File: src/rtl/db_qp_ram_ctrl.sv
// Initiator side of the deblocking QP store. It arbitrates write and lookup traffic
// onto the single-port RAM and can sweep-clear every entry at LCU start.
module db_qp_ram_ctrl #(
  parameter int DATA_W = 20,
  parameter int ADDR_W = 6
) (
  input  logic              clk,
  input  logic              rst,
  input  logic              wr_val_i,
  output logic              wr_rdy_o,
  input  logic [ADDR_W-1:0] wr_adr_i,
  input  logic [DATA_W-1:0] wr_dat_i,
  input  logic              rd_req_i,
  output logic              rd_rdy_o,
  input  logic [ADDR_W-1:0] rd_adr_i,
  output logic              rd_val_o,
  output logic [DATA_W-1:0] rd_dat_o,
  input  logic              clr_i,
  output logic              clr_done_o,
  output logic              busy_o,
  output logic [ADDR_W-1:0] ram_adr_o,
  output logic              ram_cen_o,
  output logic              ram_wen_o,
  output logic [DATA_W-1:0] ram_wr_dat_o,
  input  logic [DATA_W-1:0] ram_rd_dat_i
);

  typedef enum logic [0:0] {
    S_IDLE  = 1'b0,
    S_CLEAR = 1'b1
  } state_t;

  localparam logic [ADDR_W-1:0] ADR_ZERO = {ADDR_W{1'b0}};
  localparam logic [ADDR_W-1:0] CNT_LAST = {ADDR_W{1'b1}};
  localparam logic [ADDR_W-1:0] CNT_ONE  = {{(ADDR_W-1){1'b0}}, 1'b1};
  localparam logic [DATA_W-1:0] DAT_ZERO = {DATA_W{1'b0}};

  state_t              r_state;
  logic [ADDR_W-1:0]   r_cnt;
  logic                r_busy;
  logic                r_clr_done;
  logic                r_rd_pend;
  logic                r_rd_val;
  logic [DATA_W-1:0]   r_rd_dat;

  logic                w_idle;
  logic                w_rd_acc;
  logic                w_wr_acc;

  // Handshake: reads always win the port over a colliding write.
  always_comb begin
    w_idle   = 1'b0;
    w_rd_acc = 1'b0;
    w_wr_acc = 1'b0;
    if (!rst && (r_state == S_IDLE)) begin
      w_idle   = 1'b1;
      w_rd_acc = rd_req_i;
      w_wr_acc = wr_val_i & ~rd_req_i;
    end else begin
      w_idle   = 1'b0;
    end
    rd_rdy_o = w_idle;
    wr_rdy_o = w_idle & ~rd_req_i;
  end

  // RAM strobes follow the accepted access in the same cycle.
  always_comb begin
    ram_cen_o    = 1'b1;
    ram_wen_o    = 1'b1;
    ram_adr_o    = ADR_ZERO;
    ram_wr_dat_o = DAT_ZERO;
    if (rst) begin
      ram_cen_o = 1'b1;
    end else if (r_state == S_CLEAR) begin
      ram_cen_o = 1'b0;
      ram_wen_o = 1'b0;
      ram_adr_o = r_cnt;
    end else if (w_rd_acc) begin
      ram_cen_o = 1'b0;
      ram_adr_o = rd_adr_i;
    end else if (w_wr_acc) begin
      ram_cen_o    = 1'b0;
      ram_wen_o    = 1'b0;
      ram_adr_o    = wr_adr_i;
      ram_wr_dat_o = wr_dat_i;
    end else begin
      ram_cen_o = 1'b1;
    end
  end

  // Read return pipeline, clear sweep sequencing and status flags.
  always_ff @(posedge clk or posedge rst) begin
    if (rst) begin
      r_state    <= S_IDLE;
      r_cnt      <= ADR_ZERO;
      r_busy     <= 1'b0;
      r_clr_done <= 1'b0;
      r_rd_pend  <= 1'b0;
      r_rd_val   <= 1'b0;
      r_rd_dat   <= DAT_ZERO;
    end else begin
      r_rd_pend  <= w_rd_acc;
      r_rd_val   <= r_rd_pend;
      r_clr_done <= 1'b0;
      if (r_rd_pend) begin
        r_rd_dat <= ram_rd_dat_i;
      end
      case (r_state)
        S_IDLE: begin
          if (clr_i) begin
            r_state <= S_CLEAR;
            r_busy  <= 1'b1;
            r_cnt   <= ADR_ZERO;
          end
        end
        S_CLEAR: begin
          // A clr_i pulse here is deliberately ignored; the sweep never restarts.
          if (r_cnt == CNT_LAST) begin
            r_state    <= S_IDLE;
            r_busy     <= 1'b0;
            r_clr_done <= 1'b1;
            r_cnt      <= ADR_ZERO;
          end else begin
            r_cnt <= r_cnt + CNT_ONE;
          end
        end
        default: begin
          r_state <= S_IDLE;
          r_busy  <= 1'b0;
          r_cnt   <= ADR_ZERO;
        end
      endcase
    end
  end

  assign rd_val_o   = r_rd_val;
  assign rd_dat_o   = r_rd_dat;
  assign clr_done_o = r_clr_done;
  assign busy_o     = r_busy;

endmodule

File: config.mk
export PLATFORM = sky130hd
export DESIGN_NAME = db_qp_ram_ctrl
export DESIGN_NICKNAME = d
export VERILOG_FILES = /design/src/rtl/db_qp_ram_ctrl.sv
export SDC_FILE = /design/constraint.sdc
export NUM_CORES = 1
export LEC_CHECK = 0
export ABC_CLOCK_PERIOD_IN_PS = 1490
export BUFFER_PORTS_ARGS = -buffer_cell sky130_fd_sc_hd__buf_2
export CAP_MARGIN = 40
export CORE_MARGIN = 2
export CORE_UTILIZATION = 40
export CTS_BUF_LIST = sky130_fd_sc_hd__clkbuf_4
export DETAILED_ROUTE_END_ITERATION = 6
export GPL_ROUTABILITY_DRIVEN = 0
export PLACE_DENSITY_LB_ADDON = 0.08
export SYNTH_ARGS = -nofsm -noshare
export SYNTH_HDL_FRONTEND = slang
export SYNTH_SLANG_ARGS = --single-unit
export TNS_END_PERCENT = 50
File: constraint.sdc
create_clock -name clk -period 1.49 [get_ports clk]
set_clock_uncertainty 0.05 [all_clocks]
set_input_delay 0.149 -clock clk [delete_from_list [all_inputs] [get_ports clk]]
set_output_delay 0.149 -clock clk [all_outputs]
set_load 0.02 [all_outputs]
# Word-level counts from Yosys, hierarchy flattened
# Cells that the tools add are included.
# op_classes
n_eq_ne	3
n_mul	0
n_lt_le_gt_ge	0
shift	0
n_mux	29
n_div	0
n_bitwise	4
reduce_logical	3
addsub	1
# ops
cell	n
2-to-1 mux 20 bit	4
2-to-1 mux 6 bit	6
2-to-1 mux 1 bit	16
one-hot mux 6 bit (2 select lines)	1
adder 6 x 1 -> 6 bit (second input constant)	1
equality test 6 bit (second input constant)	1
one-hot mux 1 bit (2 select lines)	2
AND 1 bit	2
!= test 2 x 1 -> 1 bit (second input constant)	1
!= test 2 bit (second input constant)	1
inverter 1 bit	2
AND reduction 2 bit	1
logical AND 1 bit	1
logical NOT 1 bit	1
# totals
ramBits	0
n_memories	0
latchBits	0
elab_cells	47
ff_bits	31
rom_bits	0

# Longest topological paths before layout
# depth
ltp_word	7
mapped_depth	4

# Worst setup path before layout
# OpenSTA, ideal clock, no wires.
# synth_path
kind	input-to-output
from	in rst
to	out ram_wen_o
path_slack_ns	-0.180
arrival_time_ns	1.471
path_stages	3
cell_sequence	buf_6 inv_1 o21ai_0
# synth_via
elab_chain_cells	7
word_cells_on_any_way	8
# synth_lines
element	line	rtl
from (decl)	8	input logic rst,
logical NOT 1 bit (no source line)	-	
logical AND 1 bit	55	if (!rst && (r_state == S_IDLE)) begin
2-to-1 mux 1 bit	55	
2-to-1 mux 1 bit	81	end else if (w_wr_acc) begin
2-to-1 mux 1 bit	78	end else if (w_rd_acc) begin
2-to-1 mux 1 bit	74	end else if (r_state == S_CLEAR) begin
2-to-1 mux 1 bit *	72	if (rst) begin
to (decl)	23	output logic ram_wen_o,
# Every way passes the cells marked *; elsewhere a longest branch is shown, timed or not.

# Worst setup path in the final report
# layout_path
from	reg r_state
to	out ram_adr_o[5]
# layout_via
elab_chain_cells	7
word_cells_on_any_way	8
# layout_lines
element	line	rtl
from (decl)	38	state_t r_state;
from (signal assigned)	94	r_state <= S_IDLE;
from (signal assigned)	111	r_state <= S_CLEAR;
from (signal assigned)	119	r_state <= S_IDLE;
inverter 1 bit	-	
logical AND 1 bit	55	
2-to-1 mux 1 bit	55	
2-to-1 mux 6 bit	81	
2-to-1 mux 6 bit	78	
2-to-1 mux 6 bit *	74	
2-to-1 mux 6 bit *	72	
to (decl)	21	output logic [ADDR_W-1:0] ram_adr_o,
# Marked as above.

==> flow_metrics.py <==
metrics = {
    "power_and_ir_drop": {
        "power.density_nw_per_um2": 1410,
        "ir_drop_v": 0.000592,
        "p_leak_nw": 1.34,
    },
    "sta": {
        "finalCriticalPeriod_ns": 1.71,
        "fmax_mhz": 584,
        "finalHoldWorstSlack_ns": 0.0311,
        "rsz0062_at_grt": "yes",
        "maxSlewHeadroom_pct": 79.6,
        "finalSetupViolations": 28,
        "timing.final.crit_share_pct": 115,
        "hold_viol": 0,
        "tightest_slew_ns": 0.305,
        "report.final.slew_viol_count": 0,
        "setup_ws_ns": -0.224,
    },
    "die": {
        "die_x_um": 66.8,
        "coreArea_um2": 3720,
        "io_pins": 110,
        "initial_core_util_pct": 42.5,
        "die_h_um": 66.8,
        "row_count": 22,
        "die_area_um2": 4470,
    },
    "synthesis": {
        "syn_inst": 143,
        "synth_cell_types": 30,
        "yosys_warnings": 0,
        "ys_ff_latch": 31,
        "syn_area_per_cell_um2": 11.0,
        "synth.top_cell.area_share_pct": 49.1,
        "synthTopCellsByArea": "dfrtp_1 (49%), mux2_2 (14%), and2_1 (5.5%), and2_2 (3.8%), a221oi_1 (3.3%)",
        "yosysSeqAreaShare_pct": 49.1,
        "syn_area_um2": 1580,
        "synth_nets": 201,
        "yosys.area.top_type": "dfrtp_1",
    },
    "critical_path": {
        "crit_type": "reg2out",
        "crit_fanout": 3,
        "critPathLaunchType": "flop",
        "cp.required_ns": 1.29,
        "r2r_start": "r_cnt[1]$_DFFE_PP0P_",
        "rrSetupSlack_ns": 0.20,
        "max_stage_delay_ns": 0.43,
        "worstPathCellList": "nor4b_4 > a221oi_1 > nor3_1 > buf_2",
        "cp_data_arrival_time_ns": 1.51,
        "crit_path_end": "ram_adr_o[5]",
        "rr_endpoint": "r_cnt[3]$_DFFE_PP0P_",
        "cp-startpoint": "r_state$_DFF_PP0_",
        "end_kind": "output pin",
        "cp_slowest_cell": "dfrtp_1",
        "reg2reg_depth": 4,
    },
    "global_routing": {
        "grt_overflow": 0,
        "antenna_found_initial": 0,
        "grt_max_degree": 23,
        "grt_pass1_vias": 1477,
        "gr-usage-all-layers_pct": 19.4,
        "grt_pass1_wl_um": 6290,
    },
    "clocking": {
        "post_cts_buffers": 0,
        "insertion_delay_ns": 0.35,
        "cts_tree": "built",
        "root_buffer": "clkbuf_4",
        "cts_buffer_depth": 2,
        "cts_buffers": 5,
        "clkTransAtPathRegs_ns": 0.11,
        "htreeDepth": 2,
        "cts.sinks": 31,
    },
    "cells_and_area": {
        "syn_to_final_growth_pct": 65.5,
        "nets": 337,
        "final_core_util_pct": 70.3,
        "final_common_cell": "buf_2",
        "drive_gt1_share_pct": 56.1,
        "final_cell_mix": "buf_2 (88), dfrtp_1 (31), dlygate4sd3_1 (21)",
        "antenna_cells": 0,
    },
    "route": {
        "wirelength_um": 4130,
        "first_pass_iters": 4,
        "dr_total_vias": 1567,
        "vias_per_cell": 4.78,
        "drt_iter0_markers": 46,
        "route.detailed.drc": 0,
        "final_antenna_net_count": 0,
        "wl_per_cell_um": 12.6,
    },
    "status": {
        "status": "complete, but fails checks",
        "violations": "negative setup slack",
    },
    "flow_run": {
        "drv_cap": 0,
    },
    "worst_hold_path": {
        "hp-class": "in2async",
    },
    "placement": {
        "dp_hpwl_um": 2920,
        "port_buffers": 109,
    },
}
==> critical path, delay by kind of cell, from the launching register on <==
kind            cells  cell delay [ns]
buf+inv             1             0.19
flops               1             0.43
compound gates      1             0.12
simple gates        2             0.43
==> metrics by stage <==
step	setup TNS [ns]	cells	instance area (µm²)	power (W)	setup WS [ns]
after floorplan	-0.00823	143	1580	0.00245	-0.00817
after global placement	0	299	2200	0.00297	0.115
after detailed placement	0	299	2200	0.00301	0.108
after CTS	-6.13	328	2600	0.00371	-0.248
after global routing	-8.58	328	2610	0.00392	-0.332
final	-5.29	328	2610	0.00368	-0.224
==> cells in the mapped netlist, drive strengths merged <==
cell,n
a211oi,1
a21oi,3
a221oi,6
a31oi,1
and2,22
and3,1
buf,7
clkbuf,3
dfrtp,31
ha,1
inv,3
mux2,20
nand2,5
nand2b,3
nand3,6
nand4,3
nor2,5
nor2b,5
nor3,5
nor3b,2
nor4b,1
o21ai,4
o22ai,1
o311ai,1
o31ai,1
o32ai,1
xor2,1
==> flip-flops by register name (all words and copies together) (netlist names) <==
signal	cells
rd_dat_o	20
r_cnt	6
busy_o	1
clr_done_o	1
r_rd_pend	1
r_state	1
rd_val_o	1
==> layer usage <==
layer | routed length (µm) | global-route usage [%]
met1 | 1610 | 20.4
met2 | 2130 | 35.5
met3 | 325 | 6.76
met4 | 64 | 6.89
met5 | 0 | 0
==> kinds of logic (layout without fill, tap and decap cells) <==
family	Yosys count	in the layout	synth area share (%)
XOR/XNOR	1	1	0.555
multiplexers	20	20	14.3
adder cells (fa/ha/maj)	1	1	0.792
AND/OR/NAND/NOR	58	58	22.6
flip-flops	31	31	49.1
buffers and inverters	13	150	4.28
AO/OA/AOI/OAI	19	19	8.40
==> power breakdown <==
group | switching (W) | internal, W
Clock | 0.000300 | 0.000345
Combinational | 0.000896 | 0.000738
Sequential | 0.000221 | 0.00118
==> worst min path at each step <==
stage | cells past startpoint | to | slack [ns]
floorplan | 2 | busy_o$_DFFE_PP0P_ | 0.17
global placement | 3 | r_state$_DFF_PP0_ | 0.20
detailed placement | 3 | r_state$_DFF_PP0_ | 0.21
CTS | 4 | rd_dat_o[16]$_DFFE_PP0P_ | 0.03
global route | 4 | rd_dat_o[16]$_DFFE_PP0P_ | 0.04
finish | 4 | rd_dat_o[16]$_DFFE_PP0P_ | 0.03
==> layout make-up <==
class	count	area [µm²]
Fill cell	295	1100
Timing Repair Buffer	139	947
Sequential cell	31	776
Multi-Input combinational cell	99	738
Tap cell	48	60.1
Clock inverter	3	38.8
Clock buffer	5	37.5
Inverter	3	15.0
==> timing repair <==
item,in CTS,in global routing
endpoints found under the hold margin,22,0
setup endpoints to repair,29,30
hold buffers,21,0
resized for setup,36,5
No activity file was read; power rests on OpenSTA's default activity.
